--- src/rtl/router_pkg.sv ---
// router_pkg -- shared types and constants for the router control slice.
//
// Contents:
//   state_e          : control FSM state encoding
//   ADDR_INVALID     : header address that names no channel (packet dropped)
//   TIMEOUT_DEFAULT  : default idle-valid cycle count before a channel flush
//   addr_onehot()    : channel address -> one-hot channel vector
//   chan_bit()       : select one channel's bit from a 3-bit vector by address
//
// Optional feature: ROUTER_SOFT_RESET_EN (used by router_ctrl) enables the
// per-channel timeout flush.

package router_pkg;

  typedef enum logic [2:0] {
    DECODE,
    WAIT_EMPTY,
    LFD,
    LOAD_DATA,
    FIFO_FULL,
    LAF,
    LOAD_PARITY,
    CHECK_PARITY
  } state_e;

  localparam logic [1:0] ADDR_INVALID    = 2'b11;
  localparam int         TIMEOUT_DEFAULT = 30;

  // Address 3 maps to no channel, so it yields an all-zero vector.
  function automatic logic [2:0] addr_onehot(input logic [1:0] addr);
    logic [2:0] vec;
    case (addr)
      2'b00:   vec = 3'b001;
      2'b01:   vec = 3'b010;
      2'b10:   vec = 3'b100;
      default: vec = 3'b000;
    endcase
    return vec;
  endfunction

  // Explicit decode keeps the out-of-range address 3 well defined (reads 0).
  function automatic logic chan_bit(input logic [2:0] vec, input logic [1:0] addr);
    logic bit_sel;
    case (addr)
      2'b00:   bit_sel = vec[0];
      2'b01:   bit_sel = vec[1];
      2'b10:   bit_sel = vec[2];
      default: bit_sel = 1'b0;
    endcase
    return bit_sel;
  endfunction

endpackage

--- src/rtl/router_timeout_ctr.sv ---
// router_timeout_ctr -- idle-valid watchdog for one output channel.
//
// Counts cycles where the channel holds data (vld_i) that nobody reads
// (read_i low). When the count reaches TIMEOUT-1 the next edge raises
// soft_reset_o for exactly one cycle and restarts the count. Any read or an
// empty channel clears the count.
//
// Ports:
//   clk          : rising-edge clock
//   reset        : asynchronous active-high reset
//   vld_i        : channel FIFO holds data
//   read_i       : downstream read strobe for the channel
//   soft_reset_o : registered one-cycle flush pulse

module router_timeout_ctr
  import router_pkg::*;
#(
  parameter int TIMEOUT = TIMEOUT_DEFAULT
) (
  input  logic clk,
  input  logic reset,
  input  logic vld_i,
  input  logic read_i,
  output logic soft_reset_o
);

  localparam int              CW   = $clog2(TIMEOUT) + 1;
  localparam logic [CW-1:0]   LAST = CW'(TIMEOUT - 1);

  logic [CW-1:0] count_q, count_d;
  logic          soft_reset_q, soft_reset_d;

  // Next count: clear on read or empty channel, wrap with a pulse at LAST,
  // otherwise keep counting idle cycles.
  always_comb begin
    count_d      = count_q + CW'(1);
    soft_reset_d = 1'b0;
    if (!vld_i || read_i) begin
      count_d = '0;
    end else if (count_q == LAST) begin
      count_d      = '0;
      soft_reset_d = 1'b1;
    end
  end

  // Count and pulse registers.
  always_ff @(posedge clk or posedge reset) begin
    if (reset) begin
      count_q      <= '0;
      soft_reset_q <= 1'b0;
    end else begin
      count_q      <= count_d;
      soft_reset_q <= soft_reset_d;
    end
  end

  assign soft_reset_o = soft_reset_q;

endmodule

--- src/rtl/router_ctrl.sv ---
// router_ctrl -- packet router control FSM.
//
// Decodes the header address of an incoming packet, waits for the target
// channel FIFO to drain, then steers FIFO writes through header, payload and
// parity phases, pausing while the target FIFO is full.
//
// Ports:
//   clk, reset          : rising-edge clock, asynchronous active-high reset
//   pkt_valid, data_in  : packet byte valid, header address bits
//   fifo_full_in        : per-channel FIFO full
//   fifo_empty          : per-channel FIFO empty
//   read_enb            : per-channel downstream read strobe
//   parity_done         : packet register finished parity
//   low_pkt_valid       : packet register saw pkt_valid fall
//   fifo_full           : full flag of the latched channel
//   write_enb           : one-hot FIFO write enable
//   vld_out             : per-channel data available
//   soft_reset          : per-channel timeout flush pulse
//   detect_add .. busy  : state decodes
//
// Build option: define ROUTER_SOFT_RESET_EN to include the per-channel
// timeout timers and the soft-reset return to DECODE. Without it soft_reset
// is tied low and the timers are absent.

module router_ctrl
  import router_pkg::*;
#(
  parameter int TIMEOUT = TIMEOUT_DEFAULT
) (
  input  logic       clk,
  input  logic       reset,
  input  logic       pkt_valid,
  input  logic [1:0] data_in,
  input  logic [2:0] fifo_full_in,
  input  logic [2:0] fifo_empty,
  input  logic [2:0] read_enb,
  input  logic       parity_done,
  input  logic       low_pkt_valid,
  output logic       fifo_full,
  output logic [2:0] write_enb,
  output logic [2:0] vld_out,
  output logic [2:0] soft_reset,
  output logic       detect_add,
  output logic       lfd_state,
  output logic       ld_state,
  output logic       laf_state,
  output logic       full_state,
  output logic       rst_int_reg,
  output logic       busy
);

  state_e     state_q, state_d;
  logic [1:0] addr_q, addr_d;
  logic       soft_reset_hit;

  assign vld_out = ~fifo_empty;

`ifdef ROUTER_SOFT_RESET_EN
  // One independent watchdog per channel; a flush on the latched channel
  // abandons the packet in progress.
  for (genvar ch = 0; ch < 3; ch++) begin : g_timer
    router_timeout_ctr #(
      .TIMEOUT (TIMEOUT)
    ) u_timer (
      .clk          (clk),
      .reset        (reset),
      .vld_i        (vld_out[ch]),
      .read_i       (read_enb[ch]),
      .soft_reset_o (soft_reset[ch])
    );
  end
  assign soft_reset_hit = chan_bit(soft_reset, addr_q);
`else
  localparam int unused_timeout = TIMEOUT;
  logic unused_read_enb;
  assign unused_read_enb = ^read_enb;
  assign soft_reset      = 3'b000;
  assign soft_reset_hit  = 1'b0;
`endif

  assign fifo_full = chan_bit(fifo_full_in, addr_q);

  // Next-state and address-latch logic. A flush of the latched channel
  // overrides every other transition.
  always_comb begin
    state_d = state_q;
    addr_d  = addr_q;
    if (state_q == DECODE && pkt_valid && data_in != ADDR_INVALID) begin
      addr_d = data_in;
    end
    if (soft_reset_hit) begin
      state_d = DECODE;
    end else begin
      case (state_q)
        DECODE: begin
          if (pkt_valid && data_in != ADDR_INVALID) begin
            state_d = chan_bit(fifo_empty, data_in) ? LFD : WAIT_EMPTY;
          end
        end
        WAIT_EMPTY: begin
          if (chan_bit(fifo_empty, addr_q)) state_d = LFD;
        end
        LFD: state_d = LOAD_DATA;
        LOAD_DATA: begin
          if (fifo_full)       state_d = FIFO_FULL;
          else if (!pkt_valid) state_d = LOAD_PARITY;
        end
        FIFO_FULL: begin
          if (!fifo_full) state_d = LAF;
        end
        LAF: begin
          if (parity_done)        state_d = DECODE;
          else if (low_pkt_valid) state_d = LOAD_PARITY;
          else                    state_d = LOAD_DATA;
        end
        LOAD_PARITY:  state_d = CHECK_PARITY;
        CHECK_PARITY: state_d = fifo_full ? FIFO_FULL : DECODE;
        default:      state_d = DECODE;
      endcase
    end
  end

  // State and latched-address registers.
  always_ff @(posedge clk or posedge reset) begin
    if (reset) begin
      state_q <= DECODE;
      addr_q  <= 2'b00;
    end else begin
      state_q <= state_d;
      addr_q  <= addr_d;
    end
  end

  assign detect_add  = (state_q == DECODE);
  assign lfd_state   = (state_q == LFD);
  assign ld_state    = (state_q == LOAD_DATA);
  assign laf_state   = (state_q == LAF);
  assign full_state  = (state_q == FIFO_FULL);
  assign rst_int_reg = (state_q == CHECK_PARITY);
  assign busy        = !(state_q == DECODE || state_q == LOAD_DATA);

  // Writes happen only in payload, resume-after-full and parity phases.
  assign write_enb = (state_q == LOAD_DATA || state_q == LAF || state_q == LOAD_PARITY)
                     ? addr_onehot(addr_q) : 3'b000;

endmodule

--- config.mk ---
export PLATFORM = sky130hd
export DESIGN_NAME = router_ctrl
export DESIGN_NICKNAME = d
export VERILOG_FILES = /design/src/rtl/router_pkg.sv /design/src/rtl/router_timeout_ctr.sv /design/src/rtl/router_ctrl.sv
export SDC_FILE = /design/constraint.sdc
export NUM_CORES = 1
export LEC_CHECK = 0
export CORE_MARGIN = 4
export CORE_UTILIZATION = 38
export DETAILED_ROUTE_END_ITERATION = 8
export PLACE_DENSITY = 0.82
export RECOVER_POWER = 50
export SYNTH_ARGS = -nofsm -noshare
export SYNTH_HDL_FRONTEND = slang
export SYNTH_SLANG_ARGS = --single-unit
--- constraint.sdc ---
create_clock -name clk -period 3.1 [get_ports clk]
set_input_delay 0.62 -clock clk [delete_from_list [all_inputs] [get_ports clk]]
set_output_delay 0.62 -clock clk [all_outputs]
set_load 0.01 [all_outputs]
Word level (Yosys, flattened, before mapping)
Cells that the tools add are included.
{"block": "word_totals", "ff_bits": 5, "inputBits": 16, "output_inout_bits": 17, "elab_cells": 48}
{"block": "op_classes", "n_eq_ne": 16, "n_mux": 18, "bitwise": 1, "n_reduce_logical": 11}
{"cell": "$mux 3", "count": 9}
{"cell": "$pmux 3 s8", "count": 1}
{"cell": "$eq 3x3->1 const B", "count": 4}
{"cell": "$pmux 1 s3", "count": 3}
{"cell": "$pmux 3 s3", "count": 1}
{"cell": "$eq 3x2->1 const B", "count": 2}
{"cell": "$ne 2x2->1 const B", "count": 3}
{"cell": "$eq 2x1->1 const B", "count": 2}
{"cell": "$eq 2x2->1 const B", "count": 2}
{"cell": "$logic_not 2->1", "count": 2}
{"cell": "$reduce_and 4->1", "count": 1}
{"cell": "$eq 3x1->1 const B", "count": 1}
{"cell": "$logic_and 1x1->1", "count": 3}
{"cell": "$logic_not 3->1", "count": 1}
{"cell": "$logic_or 1x1->1", "count": 3}
{"cell": "$mux 1", "count": 3}
{"cell": "$ne 3x3->1 const B", "count": 1}
{"cell": "$not 3->3", "count": 1}
{"cell": "$mux 2", "count": 1}
{"cell": "$ne 2x1->1 const B", "count": 1}
{"cell": "$logic_not 1->1", "count": 1}

Longest topological paths before layout
{"block": "logic_depth", "word_depth": 7, "depth_mapped": 6, "ltp_nobuf": 5}

Worst setup path after synthesis
No wires, ideal clock.
{"block": "synth_timing", "path_kind": "reg2out", "from": "register state_q[1]", "to": "output write_enb[1]", "arrival_time_ns": 1.328, "setup_slack_ns": 1.152, "stages_incl_launch_ff": 6, "n_path_buf": 1, "path_cell_list": "dfrtp_1 -> buf_4 -> nand2b_2 -> nor2_1 -> a21oi_1 -> nor3b_1"}
{"block": "synth_between", "elab_chain_len": 4, "elab_cells_between_ends": 6}
{"element": "start, declared", "line_no": "router_ctrl.sv:52", "source": "state_e state_q, state_d;"}
{"element": "start signal, assigned", "line_no": "router_ctrl.sv:129", "source": "state_q <= state_d;"}
{"element": "$eq 3x3->1"}
{"element": "named net laf_state", "line_no": "router_ctrl.sv:46", "source": "output logic laf_state,"}
{"element": "$logic_or 1x1->1 (2 in series)", "line_no": "router_ctrl.sv:143", "source": "assign write_enb = (state_q == LOAD_DATA || state_q == LAF || state_q == LOAD_PARITY)"}
{"element": "$mux 3", "line_no": "router_ctrl.sv:144", "source": "? addr_onehot(addr_q) : 3'b000;"}
{"element": "end, declared", "line_no": "router_ctrl.sv:40", "source": "output logic [2:0] write_enb,"}
The timed path passes the listed nets, and every way through them passes these cells.

Final worst setup path
{"block": "layout_timing", "from": "input fifo_full_in[2]", "to": "output fifo_full"}
{"block": "layout_between", "elab_chain_len": 1}
{"element": "start, declared", "line_no": "router_ctrl.sv:34", "source": "input logic [2:0] fifo_full_in,"}
{"element": "$pmux 1 s3", "line_no": "router_pkg.sv:44", "source": "case (addr)"}
{"element": "end, declared", "line_no": "router_ctrl.sv:39", "source": "output logic fifo_full,"}
No other way between the ends.

==> impl_metrics.env <==
export IMPL_finalCriticalPeriod_ns=2.69
export IMPL_tightestPinTransition_ns=0.720
export IMPL_syn_area_per_cell_um2=7.58
export IMPL_fin_setup_tns_ns=0
export IMPL_max_freq_mhz=371
export IMPL_synth_seq_cells=5
export IMPL_required_ns=2.48
export IMPL_synth_area_top_cells="dfrtp_1, buf_4, nor2_1, inv_1, nor3b_1"
export IMPL_htree_levels=1
export IMPL_hpwlAfterDp_um=1100
export IMPL_cp_start_kind="input pin"
export IMPL_min_path_type="flop to flop"
export IMPL_yosysSeqAreaShare=0.233
export IMPL_finClkSkew_ns=0.00746
export IMPL_viasPerCell=5.18
export IMPL_cp_arrival_ns=2.07
export IMPL_track_usage=0.149
export IMPL_postCtsHoldBufs=0
export IMPL_cts_made_buffers=3
export IMPL_clkSinkCount=5
export IMPL_grt_pass1_wl_um=2250
export IMPL_drc_errors=0
export IMPL_rsz0062_at_grt="false"
export IMPL_maxCapViolations=0
export IMPL_detail_route_wirelength_um=1370
export IMPL_initial_utilization=0.408
export IMPL_die_w_um=45.6
export IMPL_clkTransAtPathRegs_ns=0.05
export IMPL_hold_violations=0
export IMPL_die_area_um2=2080
export IMPL_first_iter_violations=2
export IMPL_gp_congestion=0.800
export IMPL_drive_gt1_frac=0.0737
export IMPL_vias=570
export IMPL_antenna_cells=0
export IMPL_max_slew_margin_rel=0.514
export IMPL_critical_path_top_delay_family="buffers and inverters"
export IMPL_cts_resized=0
export IMPL_dr_pass1_iters=2
export IMPL_slew_viol_final=0
export IMPL_worstSetupPathType="input pin to output port"
export IMPL_antenna_found_initial=0
export IMPL_clockRootBuffer="clkbuf_4"
export IMPL_overflow=0
export IMPL_fin_total_pwr_w=0.000683
export IMPL_worst_skew_pair_late_latency_ns=0.25
export IMPL_syn_area_um2=538
export IMPL_path_max_fanout=3
export IMPL_pin_count=33
export IMPL_die_h_um=45.6
export IMPL_power_density_nw_per_um2=864
export IMPL_grt_max_degree=15
export IMPL_yosys_area_top_type_share=0.233
export IMPL_setup_viol=0
export IMPL_ys_warn_count=0
export IMPL_status="complete, no violations"
export IMPL_synthCells=71
export IMPL_routedWlPerCell_um=12.5
export IMPL_crit_path_max_incr_delay_ns=0.53
export IMPL_num_rows=13
export IMPL_ant_nets=0
export IMPL_core_area_um2=1320
export IMPL_synth_top_cell_by_area="dfrtp_1"
export IMPL_cts_tree="done"
export IMPL_ir_worst_vdd_uv=427
export IMPL_slowest_stage="dlygate4sd3_1"
export IMPL_crit_chain="dlygate4sd3_1 > mux2i_1 > o21a_1 > inv_1 > clkdlybuf4s50_1"
export IMPL_syn2layout_area_growth_pct=47.0
export IMPL_p_leak_nw=0.330
export IMPL_hold_slack_ns=0.664
export IMPL_endpoint_kind="output port"
export IMPL_clk_path_buf_depth=2
export IMPL_synth_cell_types=34
export IMPL_nets=112
export IMPL_grt_pass1_vias=531
export IMPL_critPathBufInv=3
export IMPL_port_buffers=26
export IMPL_postCtsSetupBuffers=0
export IMPL_post_route_period_util=0.869
-- final cells by class --
cell class                      count  area, um^2
Tap cell                           15        18.8
Clock buffer                        4        26.3
Timing Repair Buffer               26         260
Fill cell                         126         527
Sequential cell                     5         125
Inverter                            7        26.3
Multi-Input combinational cell     53         334
-- synth_stat cells, drive strengths merged --
cell	n
a311o	1
and3	1
o211ai	1
inv	7
nand2b	2
conb	1
nor2b	1
nand3b	2
a21oi	4
o21ai	2
mux2i	2
a21boi	1
o22ai	2
dfrtp	5
xor2	1
o22a	2
o21a	1
nor3b	3
nor2	9
o311ai	1
nor3	3
and4b	1
o31ai	1
o2111ai	1
mux2	1
or4b	1
a21o	1
and2	1
nand2	4
buf	8
-- power breakdown --
part           switching (W)  internal, W
clock network      0.0000277    0.0000487
logic               0.000182     0.000236
registers          0.0000890    0.0000990
-- cell usage in the layout, fill, tap and decap left out, types with 2 or more instances in the layout --
cell type	netlist	routed
inv_1	7	7
mux2i_1	2	2
o21ai_0	1	2
nor3b_1	3	3
a21oi_1	4	4
dlygate4sd3_1	0	4
clkbuf_4	0	3
nand2_1	4	4
nor3_1	3	3
clkdlybuf4s50_1	0	22
conb_1	1	3
nand3b_1	2	2
dfrtp_1	5	5
o22ai_1	2	2
nor2_1	9	9
-- flip-flops by register name (all words and copies together) (netlist names) --
name     cells
state_q      3
addr_q       2
-- layer usage --
metal | wire length, um | global-route usage | up-vias
li1 | - | - | 292
met1 | 596 | 0.171 | 251
met2 | 617 | 0.228 | 25
met3 | 149 | 0.0514 | 2
met4 | 8 | 0.105 | 0
met5 | 0 | 0 | -
-- path summary, 6_finish.rpt --
path,depth (start not counted),slack [ns],startpoint,to
setup reg to reg,5,1.22,addr_q[1]$_DFFE_PP0P_,state_q[0]$_DFFE_PP0P_
hold / removal,1,0.66,addr_q[1]$_DFFE_PP0P_,addr_q[1]$_DFFE_PP0P_
min in group asynchronous,2,0.70,reset,addr_q[1]$_DFFE_PP0P_
setup / recovery,5,0.41,fifo_full_in[2],fifo_full
hold reg to reg,1,0.66,addr_q[1]$_DFFE_PP0P_,addr_q[1]$_DFFE_PP0P_
max in group asynchronous,2,2.23,reset,state_q[2]$_DFFE_PP0P_
-- logic make-up (layout without fill, tap and decap cells) --
| logic type | after synthesis | in the layout | share of synthesized area |
|---|---|---|---|
| compound gates | 18 | 18 | 0.251 |
| other cells | 1 | 3 | 0.00697 |
| mux | 3 | 3 | 0.0581 |
| flops | 5 | 5 | 0.233 |
| buf+inv | 15 | 37 | 0.147 |
| simple gates | 28 | 28 | 0.288 |
| xor+xnor | 1 | 1 | 0.0163 |
-- through the flow --
stage               instances  worst slack, ns  instance area, um^2   util
global route              110            0.320                  791  0.600
finish                    110            0.405                  791  0.600
floorplan                  73             1.15                  546      -
global placement          106            0.484                  772  0.586
CTS                       110            0.467                  798  0.606
detailed placement        106            0.477                  772  0.586
Power figures use the tool's default switching activity.
